**src/rtl/pool2x2_stream_pkg.sv**
```systemverilog
// -----------------------------------------------------------------------------
// pool2x2_stream_pkg
// Shared types and helpers for the 2x2 / stride-2 pooling stage.
//   pool_mode_e : selects signed max or floor-average pooling
//   DATA_W_DEF  : default feature width
//   feature_t   : one signed feature value at the default width
//   addr_width  : counter/address width helper, never narrower than one bit
// -----------------------------------------------------------------------------
package pool2x2_stream_pkg;

    typedef enum logic {
        POOL_MAX = 1'b0,
        POOL_AVG = 1'b1
    } pool_mode_e;

    localparam int DATA_W_DEF = 8;

    typedef logic signed [DATA_W_DEF-1:0] feature_t;

    // Width needed to count 0..n-1; a 1-bit minimum keeps tiny maps legal.
    function automatic int addr_width(input int n);
        return (n <= 2) ? 1 : $clog2(n);
    endfunction

endpackage

```
**src/rtl/pool2x2_stream_if.sv**
```systemverilog
// -----------------------------------------------------------------------------
// pool2x2_stream_if
// Feature stream bundle used on both sides of the pooling stage.
//   feature_valid : features carries a pixel this cycle
//   features      : one DATA_W signed value per channel
//   last_feature  : qualifies the final pixel of a frame
// master drives the stream, slave observes it. There is no ready signal:
// the upstream convolution cannot stall.
// -----------------------------------------------------------------------------
interface pool2x2_stream_if #(
    parameter int NUM_CH = 6,
    parameter int DATA_W = 8
);

    logic                             feature_valid;
    logic [NUM_CH-1:0][DATA_W-1:0]    features;
    logic                             last_feature;

    modport master (
        output feature_valid,
        output features,
        output last_feature
    );

    modport slave (
        input feature_valid,
        input features,
        input last_feature
    );

endinterface

```
**src/rtl/pool2x2_stream_line_buf.sv**
```systemverilog
// -----------------------------------------------------------------------------
// pool2x2_stream_line_buf
// Single-row buffer holding the horizontal pair results of an even row until
// the matching odd row arrives. Synchronous write, asynchronous read, no reset:
// every entry is written by an even row before the following odd row reads it.
//   i_clk     : clock
//   i_wr_en   : write i_wr_data at i_addr on the rising edge
//   i_addr    : shared read/write address (pair column index)
//   i_wr_data : packed per-channel pair values
//   o_rd_data : combinational read of entry i_addr
// -----------------------------------------------------------------------------
module pool2x2_stream_line_buf #(
    parameter int DEPTH  = 14,
    parameter int WIDTH  = 48,
    parameter int ADDR_W = 4
) (
    input  logic              i_clk,
    input  logic              i_wr_en,
    input  logic [ADDR_W-1:0] i_addr,
    input  logic [WIDTH-1:0]  i_wr_data,
    output logic [WIDTH-1:0]  o_rd_data
);

    // A 1-entry buffer still gets two slots so the 1-bit address is fully decoded.
    localparam int SLOTS = (DEPTH < 2) ? 2 : DEPTH;

    logic [WIDTH-1:0] mem_q [SLOTS];

    always_ff @(posedge i_clk) begin
        if (i_wr_en) begin
            mem_q[i_addr] <= i_wr_data;
        end
    end

    assign o_rd_data = mem_q[i_addr];

endmodule

```
**src/rtl/pool2x2_stream.sv**
```systemverilog
// -----------------------------------------------------------------------------
// pool2x2_stream
// 2x2 / stride-2 pooling over a raster-ordered feature map, all channels in
// parallel. One pooled pixel is emitted per 2x2 window, registered, as a
// single-cycle pulse the cycle after the window's bottom-right pixel arrives.
//   i_clk  : clock
//   i_rst  : synchronous active-high reset (wins over a coincident input)
//   in_if  : input pixel stream from the convolution stage (slave)
//   out_if : pooled pixel stream; last_feature marks the final window (master)
// Parameters: NUM_CH channels, DATA_W signed width, FMAP_W x FMAP_H map,
// MODE = POOL_MAX (signed max) or POOL_AVG (sum of four, arithmetic >>> 2).
// A trailing odd column/row advances the counters but never forms a window.
// -----------------------------------------------------------------------------
module pool2x2_stream
    import pool2x2_stream_pkg::*;
#(
    parameter int         NUM_CH = 6,
    parameter int         DATA_W = DATA_W_DEF,
    parameter int         FMAP_W = 28,
    parameter int         FMAP_H = 28,
    parameter pool_mode_e MODE   = POOL_MAX
) (
    input  logic             i_clk,
    input  logic             i_rst,
    pool2x2_stream_if.slave  in_if,
    pool2x2_stream_if.master out_if
);

    // Average mode keeps one extra bit per pair sum and two for the window sum.
    localparam int PAIR_W    = (MODE == POOL_AVG) ? DATA_W + 1 : DATA_W;
    localparam int SUM_W     = DATA_W + 2;
    localparam int LB_DEPTH  = FMAP_W / 2;
    localparam int LB_ADDR_W = addr_width(LB_DEPTH);
    localparam int COL_W     = addr_width(FMAP_W);
    localparam int ROW_W     = addr_width(FMAP_H);
    // Bottom-right corner of the last complete window in the frame.
    localparam int LAST_COL  = 2 * (FMAP_W / 2) - 1;
    localparam int LAST_ROW  = 2 * (FMAP_H / 2) - 1;

    if (FMAP_W < 2 || FMAP_H < 2 || NUM_CH < 1) begin : g_param_check
        $error("pool2x2_stream: FMAP_W and FMAP_H must be >= 2 and NUM_CH >= 1");
    end

    logic [COL_W-1:0]               col_q, col_d;
    logic [ROW_W-1:0]               row_q, row_d;
    logic [NUM_CH-1:0][DATA_W-1:0]  hold_q, hold_d;
    logic                           out_valid_q, out_valid_d;
    logic                           out_last_q, out_last_d;
    logic [NUM_CH-1:0][DATA_W-1:0]  out_feat_q, out_feat_d;

    logic [NUM_CH-1:0][PAIR_W-1:0]  pair_bus;
    logic [NUM_CH-1:0][PAIR_W-1:0]  lb_rd_bus;
    logic [NUM_CH-1:0][DATA_W-1:0]  pooled_bus;
    logic                           lb_wr_en;
    logic [LB_ADDR_W-1:0]           lb_addr;
    logic                           accept;
    logic                           odd_col;
    logic                           odd_row;
    logic                           fire;

    // The input stream never carries a frame marker we need.
    logic unused_in_last;
    assign unused_in_last = in_if.last_feature;

    assign accept  = in_if.feature_valid;
    assign odd_col = col_q[0];
    assign odd_row = row_q[0];
    assign fire    = accept && odd_col && odd_row;

    // Even rows park their pair results; odd rows read them back at the same slot.
    assign lb_wr_en = accept && odd_col && !odd_row;
    assign lb_addr  = LB_ADDR_W'(col_q >> 1);

    pool2x2_stream_line_buf #(
        .DEPTH  (LB_DEPTH),
        .WIDTH  (NUM_CH * PAIR_W),
        .ADDR_W (LB_ADDR_W)
    ) u_line_buf (
        .i_clk     (i_clk),
        .i_wr_en   (lb_wr_en),
        .i_addr    (lb_addr),
        .i_wr_data (pair_bus),
        .o_rd_data (lb_rd_bus)
    );

    for (genvar ch = 0; ch < NUM_CH; ch++) begin : g_ch
        logic signed [DATA_W-1:0] in_px;
        logic signed [DATA_W-1:0] hold_px;
        logic signed [PAIR_W-1:0] lb_px;
        logic signed [PAIR_W-1:0] pair_px;

        assign in_px        = $signed(in_if.features[ch]);
        assign hold_px      = $signed(hold_q[ch]);
        assign lb_px        = $signed(lb_rd_bus[ch]);
        assign pair_bus[ch] = pair_px;

        if (MODE == POOL_AVG) begin : g_avg
            assign pair_px = PAIR_W'(hold_px) + PAIR_W'(in_px);
            // Arithmetic shift of the full sum floors toward -inf and always fits DATA_W.
            assign pooled_bus[ch] = DATA_W'((SUM_W'(lb_px) + SUM_W'(pair_px)) >>> 2);
        end else begin : g_max
            assign pair_px        = (hold_px > in_px) ? hold_px : in_px;
            assign pooled_bus[ch] = (lb_px > pair_px) ? lb_px : pair_px;
        end
    end

    always_comb begin
        col_d  = col_q;
        row_d  = row_q;
        hold_d = hold_q;
        if (accept) begin
            if (col_q == COL_W'(FMAP_W - 1)) begin
                col_d = '0;
                if (row_q == ROW_W'(FMAP_H - 1)) begin
                    row_d = '0;
                end else begin
                    row_d = row_q + 1'b1;
                end
            end else begin
                col_d = col_q + 1'b1;
            end
            if (!odd_col) begin
                hold_d = in_if.features;
            end
        end
    end

    // Pooled data is held between pulses; only valid/last are one-cycle.
    always_comb begin
        out_valid_d = fire;
        out_last_d  = fire && (row_q == ROW_W'(LAST_ROW)) && (col_q == COL_W'(LAST_COL));
        out_feat_d  = fire ? pooled_bus : out_feat_q;
    end

    always_ff @(posedge i_clk) begin
        if (i_rst) begin
            col_q       <= '0;
            row_q       <= '0;
            hold_q      <= '0;
            out_valid_q <= 1'b0;
            out_last_q  <= 1'b0;
            out_feat_q  <= '0;
        end else begin
            col_q       <= col_d;
            row_q       <= row_d;
            hold_q      <= hold_d;
            out_valid_q <= out_valid_d;
            out_last_q  <= out_last_d;
            out_feat_q  <= out_feat_d;
        end
    end

    assign out_if.feature_valid = out_valid_q;
    assign out_if.last_feature  = out_last_q;
    assign out_if.features      = out_feat_q;

endmodule

```
**src/flat_wrapper.sv**
```systemverilog
// flat-port wrapper written by rule: the top's interface ports become plain ports
module pool2x2_stream_flat import pool2x2_stream_pkg::*;
#(
    parameter int         NUM_CH = 6,
    parameter int         DATA_W = DATA_W_DEF,
    parameter int         FMAP_W = 28,
    parameter int         FMAP_H = 28,
    parameter pool_mode_e MODE   = POOL_MAX
)
  (i_clk, i_rst, in_if_feature_valid, in_if_features, in_if_last_feature, out_if_feature_valid, out_if_features, out_if_last_feature);
  pool2x2_stream_if #(.NUM_CH(NUM_CH), .DATA_W(DATA_W)) in_if_i ();
  pool2x2_stream_if #(.NUM_CH(NUM_CH), .DATA_W(DATA_W)) out_if_i ();
  input  logic i_clk;
  input  logic i_rst;
  input wire logic [$bits(in_if_i.feature_valid)-1:0] in_if_feature_valid;
  input wire logic [$bits(in_if_i.features)-1:0] in_if_features;
  input wire logic [$bits(in_if_i.last_feature)-1:0] in_if_last_feature;
  output wire logic [$bits(out_if_i.feature_valid)-1:0] out_if_feature_valid;
  output wire logic [$bits(out_if_i.features)-1:0] out_if_features;
  output wire logic [$bits(out_if_i.last_feature)-1:0] out_if_last_feature;
  assign in_if_i.feature_valid = in_if_feature_valid;
  assign in_if_i.features = in_if_features;
  assign in_if_i.last_feature = in_if_last_feature;
  assign out_if_feature_valid = out_if_i.feature_valid;
  assign out_if_features = out_if_i.features;
  assign out_if_last_feature = out_if_i.last_feature;
  pool2x2_stream #(.NUM_CH(NUM_CH), .DATA_W(DATA_W), .FMAP_W(FMAP_W), .FMAP_H(FMAP_H), .MODE(MODE)) u_core (.i_clk(i_clk), .i_rst(i_rst), .in_if(in_if_i), .out_if(out_if_i));
endmodule
```
**config.mk**
```make
export PLATFORM = sky130hd
export DESIGN_NAME = pool2x2_stream_flat
export DESIGN_NICKNAME = d
export VERILOG_FILES = /design/src/rtl/pool2x2_stream_pkg.sv /design/src/rtl/pool2x2_stream_if.sv /design/src/rtl/pool2x2_stream_line_buf.sv /design/src/rtl/pool2x2_stream.sv /design/src/flat_wrapper.sv
export SDC_FILE = /design/constraint.sdc
export NUM_CORES = 1
export LEC_CHECK = 0
export ABC_CLOCK_PERIOD_IN_PS = 5900
export BUFFER_PORTS_ARGS = -buffer_cell sky130_fd_sc_hd__buf_4
export CAP_MARGIN = 25
export CORE_ASPECT_RATIO = 0.7
export CORE_MARGIN = 2
export CORE_UTILIZATION = 28
export CTS_BUF_LIST = sky130_fd_sc_hd__clkbuf_4
export DETAILED_ROUTE_END_ITERATION = 8
export SETUP_SLACK_MARGIN = 0.3
export SLEW_MARGIN = 20
export SYNTH_ARGS = -nofsm -noshare
export SYNTH_HDL_FRONTEND = slang
export SYNTH_SLANG_ARGS = --single-unit
```
**constraint.sdc**
```tcl
create_clock -name i_clk -period 5.9 [get_ports i_clk]
set_clock_uncertainty 0.1 [all_clocks]
set_input_delay 0.59 -clock i_clk [delete_from_list [all_inputs] [get_ports i_clk]]
set_output_delay 0.59 -clock i_clk [all_outputs]
set_load 0.005 [all_outputs]
```
==> results.json, run 1 <==
{
  "post-place-ws_ps": 960,
  "tightest_slew_ps": 1070,
  "hold_depth": 4,
  "drc": 0,
  "synth-seq-cells": 784,
  "holdBufCountCts": 67,
  "clock-sinks": 784,
  "powerDensity_nw_per_um2": 305,
  "syn_avg_cell_area_sq_um": 16.3,
  "setup_tns_ps": 0,
  "clockPowerShare_pct": 37.3,
  "reg2reg_slack_ps": 1280,
  "clk_latency_ps": 1080,
  "synthesis.area_sq_um": 33100,
  "drtPass1Iterations": 5,
  "p_leak_nw": 13.1,
  "synthCells": 2028,
  "floorplan.rows": 105,
  "yosysWarnings": 0,
  "die_w_microns": 415,
  "comb_power_share_pct": 9.9,
  "area_growth_pct": 17.4,
  "dieArea_sq_um": 121000,
  "ant_nets": 0,
  "h-tree-depth": 4,
  "post-route-period-util_pct": 78.2,
  "synth_edf_count": 672,
  "p_int_mw": 8.90,
  "antenna_found_initial": 5,
  "place.gp.congestion": 0.800,
  "clk_pin_slew_worst_paths_ps": 80,
  "path_class": "flip-flop to flip-flop",
  "p_switching_mw": 2.97,
  "synthArstFlopShare_pct": 0,
  "synth_top_area_share_pct": 60.9,
  "rsz0062_at_grt": "no",
  "crit_arrival_ps": 5420,
  "ys.flop_type": "edfxtp_1",
  "layout-drive-gt1-share_pct": 25.9,
  "setup_ws_ps": 1280,
  "route.met2.wl_microns": 37700,
  "seq_area_frac_synth_pct": 67.7,
  "hold_viol_final": 0,
  "fin_crit_ps": 4620,
  "hp-class": "primary input to flip-flop",
  "grt_pass1_vias": 19100,
  "overflow": 0,
  "vias_per_cell": 4.77,
  "endpoint_kind": "flip-flop",
  "path_max_fanout": 22,
  "cts_setup_buffers": 0,
  "track_usage_pct": 14.3,
  "grt_max_degree": 92,
  "swShare_pct": 25.0,
  "clk_root_buffer_cell": "clkbuf_4",
  "cp-start-kind": "flip-flop",
  "synth_area_leader_cell": "edfxtp_1",
  "dpl.hpwl_microns": 50400,
  "ir_drop_v": 0.000189,
  "reg2reg_depth": 12,
  "portBuffers": 100,
  "finalNetCount": 2468,
  "relSlewSlack_pct": 28.4,
  "synth.area.top_cells": "edfxtp_1, mux4_2, dfxtp_1",
  "yosysUniqueCellTypes": 64,
  "wl_met1_microns": 41600,
  "cts_buffers": 178,
  "seqPwrFrac_pct": 52.8,
  "vias": 19200,
  "cts_tree": "done",
  "wl_met3_microns": 6020,
  "routed_wl_microns": 86500,
  "ios": 102,
  "cts_buffer_depth": 3,
  "highest_layer": "met5",
  "r2r_end": "u_core.out_if.features[8]",
  "cts_resized": 0,
  "die_h_microns": 292,
  "start_util_pct": 28.2,
  "grt_first_pass_wirelength_microns": 128000,
  "setup_viol": 0,
  "outcome": "completed",
  "worst_ep_required_time_ps": 6700,
  "drtIter0Drc": 1875,
  "maxCapViolCount": 0,
  "core_region_area_sq_um": 117000,
  "max_freq_ghz": 0.217,
  "timing.rr.start": "u_core.g_ch[1].hold_px[7]",
  "hold_end": "u_core.g_ch[4].hold_px[4]",
  "min_from": "in_if_features[36]",
  "post_drt_wl_per_cell_microns": 21.5,
  "maxSlewViolCount": 0,
  "syn-num-nets": 2178
}
-- cells in the mapped netlist (4+ instances only) --
library cell	number
a32oi_1	8
o32ai_1	4
mux2_1	18
dfxtp_1	112
ha_1	98
mux2_2	13
or2_2	5
buf_2	10
nand2b_1	22
o221ai_1	29
nor3_1	23
or3_1	8
a31o_1	4
nand3_1	28
nor4b_1	5
a21oi_1	89
nand4_1	23
mux4_2	165
nor2b_1	11
nor2_1	44
clkbuf_1	59
buf_6	4
buf_1	8
mux2i_1	90
edfxtp_1	672
buf_4	15
o21ai_1	10
nand2_1	184
o21ai_0	7
o31ai_1	6
o211ai_1	48
nor3b_1	4
o21a_1	22
a2111o_1	6
a211oi_1	8
inv_1	127
-- through the flow --
step	power, mW	hold slack, ps	utilization, %	std cells	instance area (sq um)
after detailed placement	7.52	353	30.6	3622	35900
after CTS	12.0	104	33.1	4019	38900
after floorplan	7.16	336	-	2028	33100
final	11.9	248	33.2	4028	38900
after global placement	7.50	344	30.6	3622	35900
after global routing	12.4	183	33.2	4024	38900
-- cell families after synthesis --
logic type | after synthesis | synth area share [%]
XOR/XNOR | 2 | 0.0529
multiplexers | 286 | 15.0
buffers and inverters | 224 | 2.84
adder cells (fa/ha/maj) | 98 | 3.70
flip-flops | 784 | 67.7
AND/OR/NAND/NOR | 366 | 5.09
AO/OA/AOI/OAI | 268 | 5.66
-- worst max-delay path: stages (launching register included) --
cell	delay, ps
dfxtp_1	350
ha_1	720
nand2_1	190
o21bai_2	440
nor2_1	320
a2111o_1	470
nand3_1	300
ha_1	330
nand4_1	120
nor2_1	80
o311ai_1	730
a2bb2oi_1	210
o31ai_1	90
-- layout by cell type, fill, tap and decap left out, types with 9 or more instances in the layout --
cell type	count
nor2b_1	10
mux2_2	13
mux2_1	18
a21oi_1	89
o21ai_1	10
ha_1	98
nand2b_1	21
clkbuf_4	269
o211ai_1	48
diode_2	9
inv_1	127
o221ai_1	29
nand3_1	28
mux4_2	165
clkinv_1	44
nand2_1	184
nand4_1	23
nor2_1	37
mux2i_1	90
buf_4	135
dlygate4sd3_1	67
dfxtp_1	108
edfxtp_1	672
o21a_1	22
nor3_1	19
-- state kept, by name, indices dropped and copies added (netlist names), named ones only --
name	flops
u_core.row_q	5
u_core.out_if.last_feature	1
u_core.col_q	5
u_core.out_if.feature_valid	1
u_core.u_line_buf.mem_q	672
u_core.out_if.features	48
u_core.g_ch.hold_px	48
-- layer usage --
layer  global-route usage [%]  up-vias
met1                     21.2     9738
met5                        0        -
met4                     4.02        4
met2                     20.5      652
li1                         -     8707
met3                     3.44       99
-- worst max path at each step --
stage                                    end  depth (start not counted)                 startpoint  slack (ps)
2_1_floorplan  u_core.u_line_buf.mem_q[6][0]                          5        in_if_feature_valid         400
3_3_place_gp      u_core.out_if.features[14]                         14         in_if_features[15]         990
3_5_place_dp       u_core.out_if.features[8]                         14         in_if_features[15]         960
4_1_cts           u_core.out_if.features[13]                         12  u_core.g_ch[1].hold_px[7]        1300
5_1_grt            u_core.out_if.features[8]                         11  u_core.g_ch[1].hold_px[7]         920
6_report           u_core.out_if.features[8]                         12  u_core.g_ch[1].hold_px[7]        1280
-- power groups by stage --
| stage | Sequential [mW] | Clock (mW) | Combinational, mW |
|---|---|---|---|
| detailed placement | 6.38 | 0 | 1.14 |
| floorplan | 6.36 | 0 | 0.798 |
| global route | 6.26 | 4.87 | 1.31 |
| global placement | 6.38 | 0 | 1.12 |
| CTS | 6.26 | 4.56 | 1.18 |
| finish | 6.26 | 4.43 | 1.18 |
-- final cells by class --
cell class | count | area, sq um
Sequential cell | 784 | 22400
Fill cell | 11400 | 78400
Tap cell | 1551 | 1940
Clock buffer | 269 | 2020
Timing Repair Buffer | 207 | 1780
Clock inverter | 61 | 347
Inverter | 127 | 477
Multi-Input combinational cell | 1020 | 9880
Antenna cell | 9 | 22.5
(Power assumes the default switching activity.)
==> run 2, diff against run 1 <==
--- a/config.mk
+++ b/config.mk
@@ -5,7 +5,8 @@
 export SDC_FILE = /design/constraint.sdc
 export NUM_CORES = 1
 export LEC_CHECK = 0
-export ABC_CLOCK_PERIOD_IN_PS = 5900
+export ABC_AREA = 1
+export ABC_CLOCK_PERIOD_IN_PS = 3800
 export BUFFER_PORTS_ARGS = -buffer_cell sky130_fd_sc_hd__buf_4
 export CAP_MARGIN = 25
 export CORE_ASPECT_RATIO = 0.7
==> constraint.sdc (replaced) <==
create_clock -name i_clk -period 3.8 [get_ports i_clk]
set_clock_uncertainty 0.1 [all_clocks]
set_input_delay 0.38 -clock i_clk [delete_from_list [all_inputs] [get_ports i_clk]]
set_output_delay 0.38 -clock i_clk [all_outputs]
set_load 0.005 [all_outputs]
==> run 2 against run 1 <==
Against the previous run: die area rose by 4.9%; largest cell class unchanged; critical endpoint is now u_core.out_if.features[14]; synthesized cell count rose by 68%; register-to-register slack got worse by 750 ps.
==> results.json, run 2 <==
{
  "outcome": "completed",
  "antenna_found_initial": 4,
  "maxSlewViolCount": 0,
  "floorplan.rows": 108,
  "relSlewSlack_pct": 29.7,
  "drc": 0,
  "post-place-ws_ps": 18.9,
  "synth-seq-cells": 784,
  "path_class": "primary input to flip-flop",
  "powerDensity_nw_per_um2": 463,
  "comb_power_share_pct": 13.6,
  "track_usage_pct": 14.9,
  "clockPowerShare_pct": 36.4,
  "yosysUniqueCellTypes": 36,
  "cts_buffer_depth": 3,
  "synth.area.top_cells": "edfxtp_1, nand2_1, dfxtp_1",
  "synth_area_leader_cell": "edfxtp_1",
  "cp-start-kind": "primary input",
  "setup_ws_ps": 408,
  "seq_area_frac_synth_pct": 64.5,
  "cts_tree": "done",
  "synthesis.area_sq_um": 34800,
  "tightest_slew_ps": 1050,
  "ant_nets": 0,
  "swShare_pct": 26.9,
  "multi_input_area_sq_um": 11000,
  "vias_per_cell": 4.68,
  "grt_max_degree": 144,
  "yosysWarnings": 0,
  "layout-drive-gt1-share_pct": 16.4,
  "synthCells": 3413,
  "path_max_fanout": 7,
  "fill_cells": 12500,
  "clock-sinks": 784,
  "drtIter0Drc": 2134,
  "drtPass1Iterations": 6,
  "dieArea_sq_um": 127000,
  "synth_compound_area_share_pct": 7.01,
  "place.gp.congestion": 0.795,
  "maxCapViolCount": 0,
  "setup_viol": 0,
  "syn-num-nets": 3563,
  "p_switching_mw": 5.25,
  "start_util_pct": 28.1,
  "h-tree-depth": 4,
  "vias": 26100,
  "yosys.area_share.simple_pct": 19.9,
  "p_int_mw": 14.3,
  "syn_avg_cell_area_sq_um": 10.2,
  "endpoint_kind": "flip-flop",
  "die_h_microns": 299,
  "routed_wl_microns": 97900,
  "ios": 102,
  "portBuffers": 100,
  "synth_edf_count": 672,
  "largest_register_ffs": 672,
  "p_total_mw": 19.5,
  "synth_xor_area_share_pct": 0.0755,
  "synthMuxAreaShare_pct": 0,
  "clk_pin_slew_worst_paths_ps": 70,
  "synthArstFlopShare_pct": 0,
  "seqPwrFrac_pct": 50.0,
  "post-route-period-util_pct": 89.3,
  "yosysMostFrequentCell": "nand2_1",
  "hold_viol_final": 0,
  "area_growth_pct": 21.2,
  "ys.flop_type": "edfxtp_1",
  "clk_latency_ps": 1060,
  "cts_buffers": 185,
  "p_leak_nw": 16.6,
  "finalNetCount": 3937,
  "grt_first_pass_wirelength_microns": 146000,
  "ir_drop_v": 0.000257,
  "fin_crit_ps": 3390,
  "dpl.hpwl_microns": 52100,
  "final_cell_mix": "nand2_1, edfxtp_1, nor2_1",
  "max_freq_ghz": 0.295,
  "post_drt_wl_per_cell_microns": 17.5,
  "synth_common_cells": "nand2_1, edfxtp_1, nor2_1, nand3_1, inv_1",
  "synth_top_area_share_pct": 58.0,
  "synth_top_family_by_area": "simple AND/OR/NAND/NOR gates",
  "crit_arrival_ps": 4250,
  "overflow": 0,
  "die_w_microns": 425,
  "grt_pass1_vias": 24800,
  "rsz0062_at_grt": "yes",
  "core_region_area_sq_um": 124000,
  "mostFrequentLayoutCell": "nand2_1",
  "seqCellArea_sq_um": 22400,
  "synthAdderAreaFrac_pct": 3.52,
  "clk_root_buffer_cell": "clkbuf_4",
  "top_register": "u_core.u_line_buf.mem_q",
  "worst_ep_required_time_ps": 4660,
  "hp-class": "primary input to flip-flop"
}
## run 2: stage by stage
step	TNS [ps]	instances	instance area [sq um]	utilization, %	hold slack (ps)
5_1_grt	0	5584	42100	34.1	51.9
6_report	0	5584	42100	34.1	104
3_3_place_gp	0	5120	38000	30.8	356
3_5_place_dp	0	5120	38000	30.8	357
4_1_cts	0	5568	41600	33.7	5.63
2_1_floorplan	-191020	3413	34800	-	348
## run 2: layout make-up
class                      count  area share (%)
timing repair buffer         360            7.91
sequential                   784            53.2
tap                         1650            4.90
clock inverter                54           0.852
multi-input combinational   2242            26.2
antenna                        3          0.0178
inverter                     214            1.97
clock buffer                 277            4.93
## run 2: path summary, 6_finish.rpt
kind / startpoint / end / slack [ps] / depth (start not counted)
hold / removal: in_if_features[19] / u_core.g_ch[2].hold_px[3] / 100 / 4
hold reg to reg: u_core.out_if.features[19] / u_core.out_if.features[19] / 370 / 2
setup reg to reg: u_core.g_ch[0].hold_px[5] / u_core.out_if.features[0] / 530 / 23
setup / recovery: in_if_features[14] / u_core.out_if.features[14] / 410 / 27
## run 2: what timing repair did
action,4_1_cts,5_1_grt
gates cloned,0,5
hold endpoints to repair,783,0
hold buffers,117,0
pin swaps,0,21
endpoints found under the setup margin,8,48
setup buffers,0,8
resized for setup,1,96
## run 2: kinds of logic after synthesis
group                      after synthesis
buffers and inverters                  387
DFF                                    784
adders and majority gates               98
xor gates and xnor gates                 3
AOI/OAI and AO/OA                      462
and+or+nand+nor                       1679
## run 2: routing by layer
metal	vias to the layer above	routed length, microns	track usage (%)
met5	-	0	0
met4	0	1660	4.54
met3	127	6450	2.59
met2	889	44500	23.2
li1	12600	-	-
met1	12500	45300	21.1
## run 2: power by group through the flow
stage | combinational [mW] | clock, mW | sequential, mW
final | 2.65 | 7.11 | 9.75
after global routing | 2.97 | 7.73 | 9.75
after CTS | 2.45 | 7.31 | 9.74
after detailed placement | 2.33 | 0 | 9.94
after global placement | 2.30 | 0 | 9.93
after floorplan | 1.54 | 0 | 9.93
## run 2: critical path, stage by stage
cell	delay, ps
dlygate4sd3_1	540
buf_4	120
dlygate4sd3_1	570
inv_2	50
ha_1	300
nand2_2	80
nor2_1	50
nor2_2	140
nand2_1	100
nand2_2	130
buf_6	140
nand4_1	130
nand2_2	130
inv_1	50
ha_1	300
nand2_1	60
a21oi_1	60
nor2b_1	120
nand2_1	60
nand2_1	50
nand2_1	60
nand2_2	110
buf_6	130
nor2_1	40
nor2_1	130
nand2_2	100
a21oi_2	130
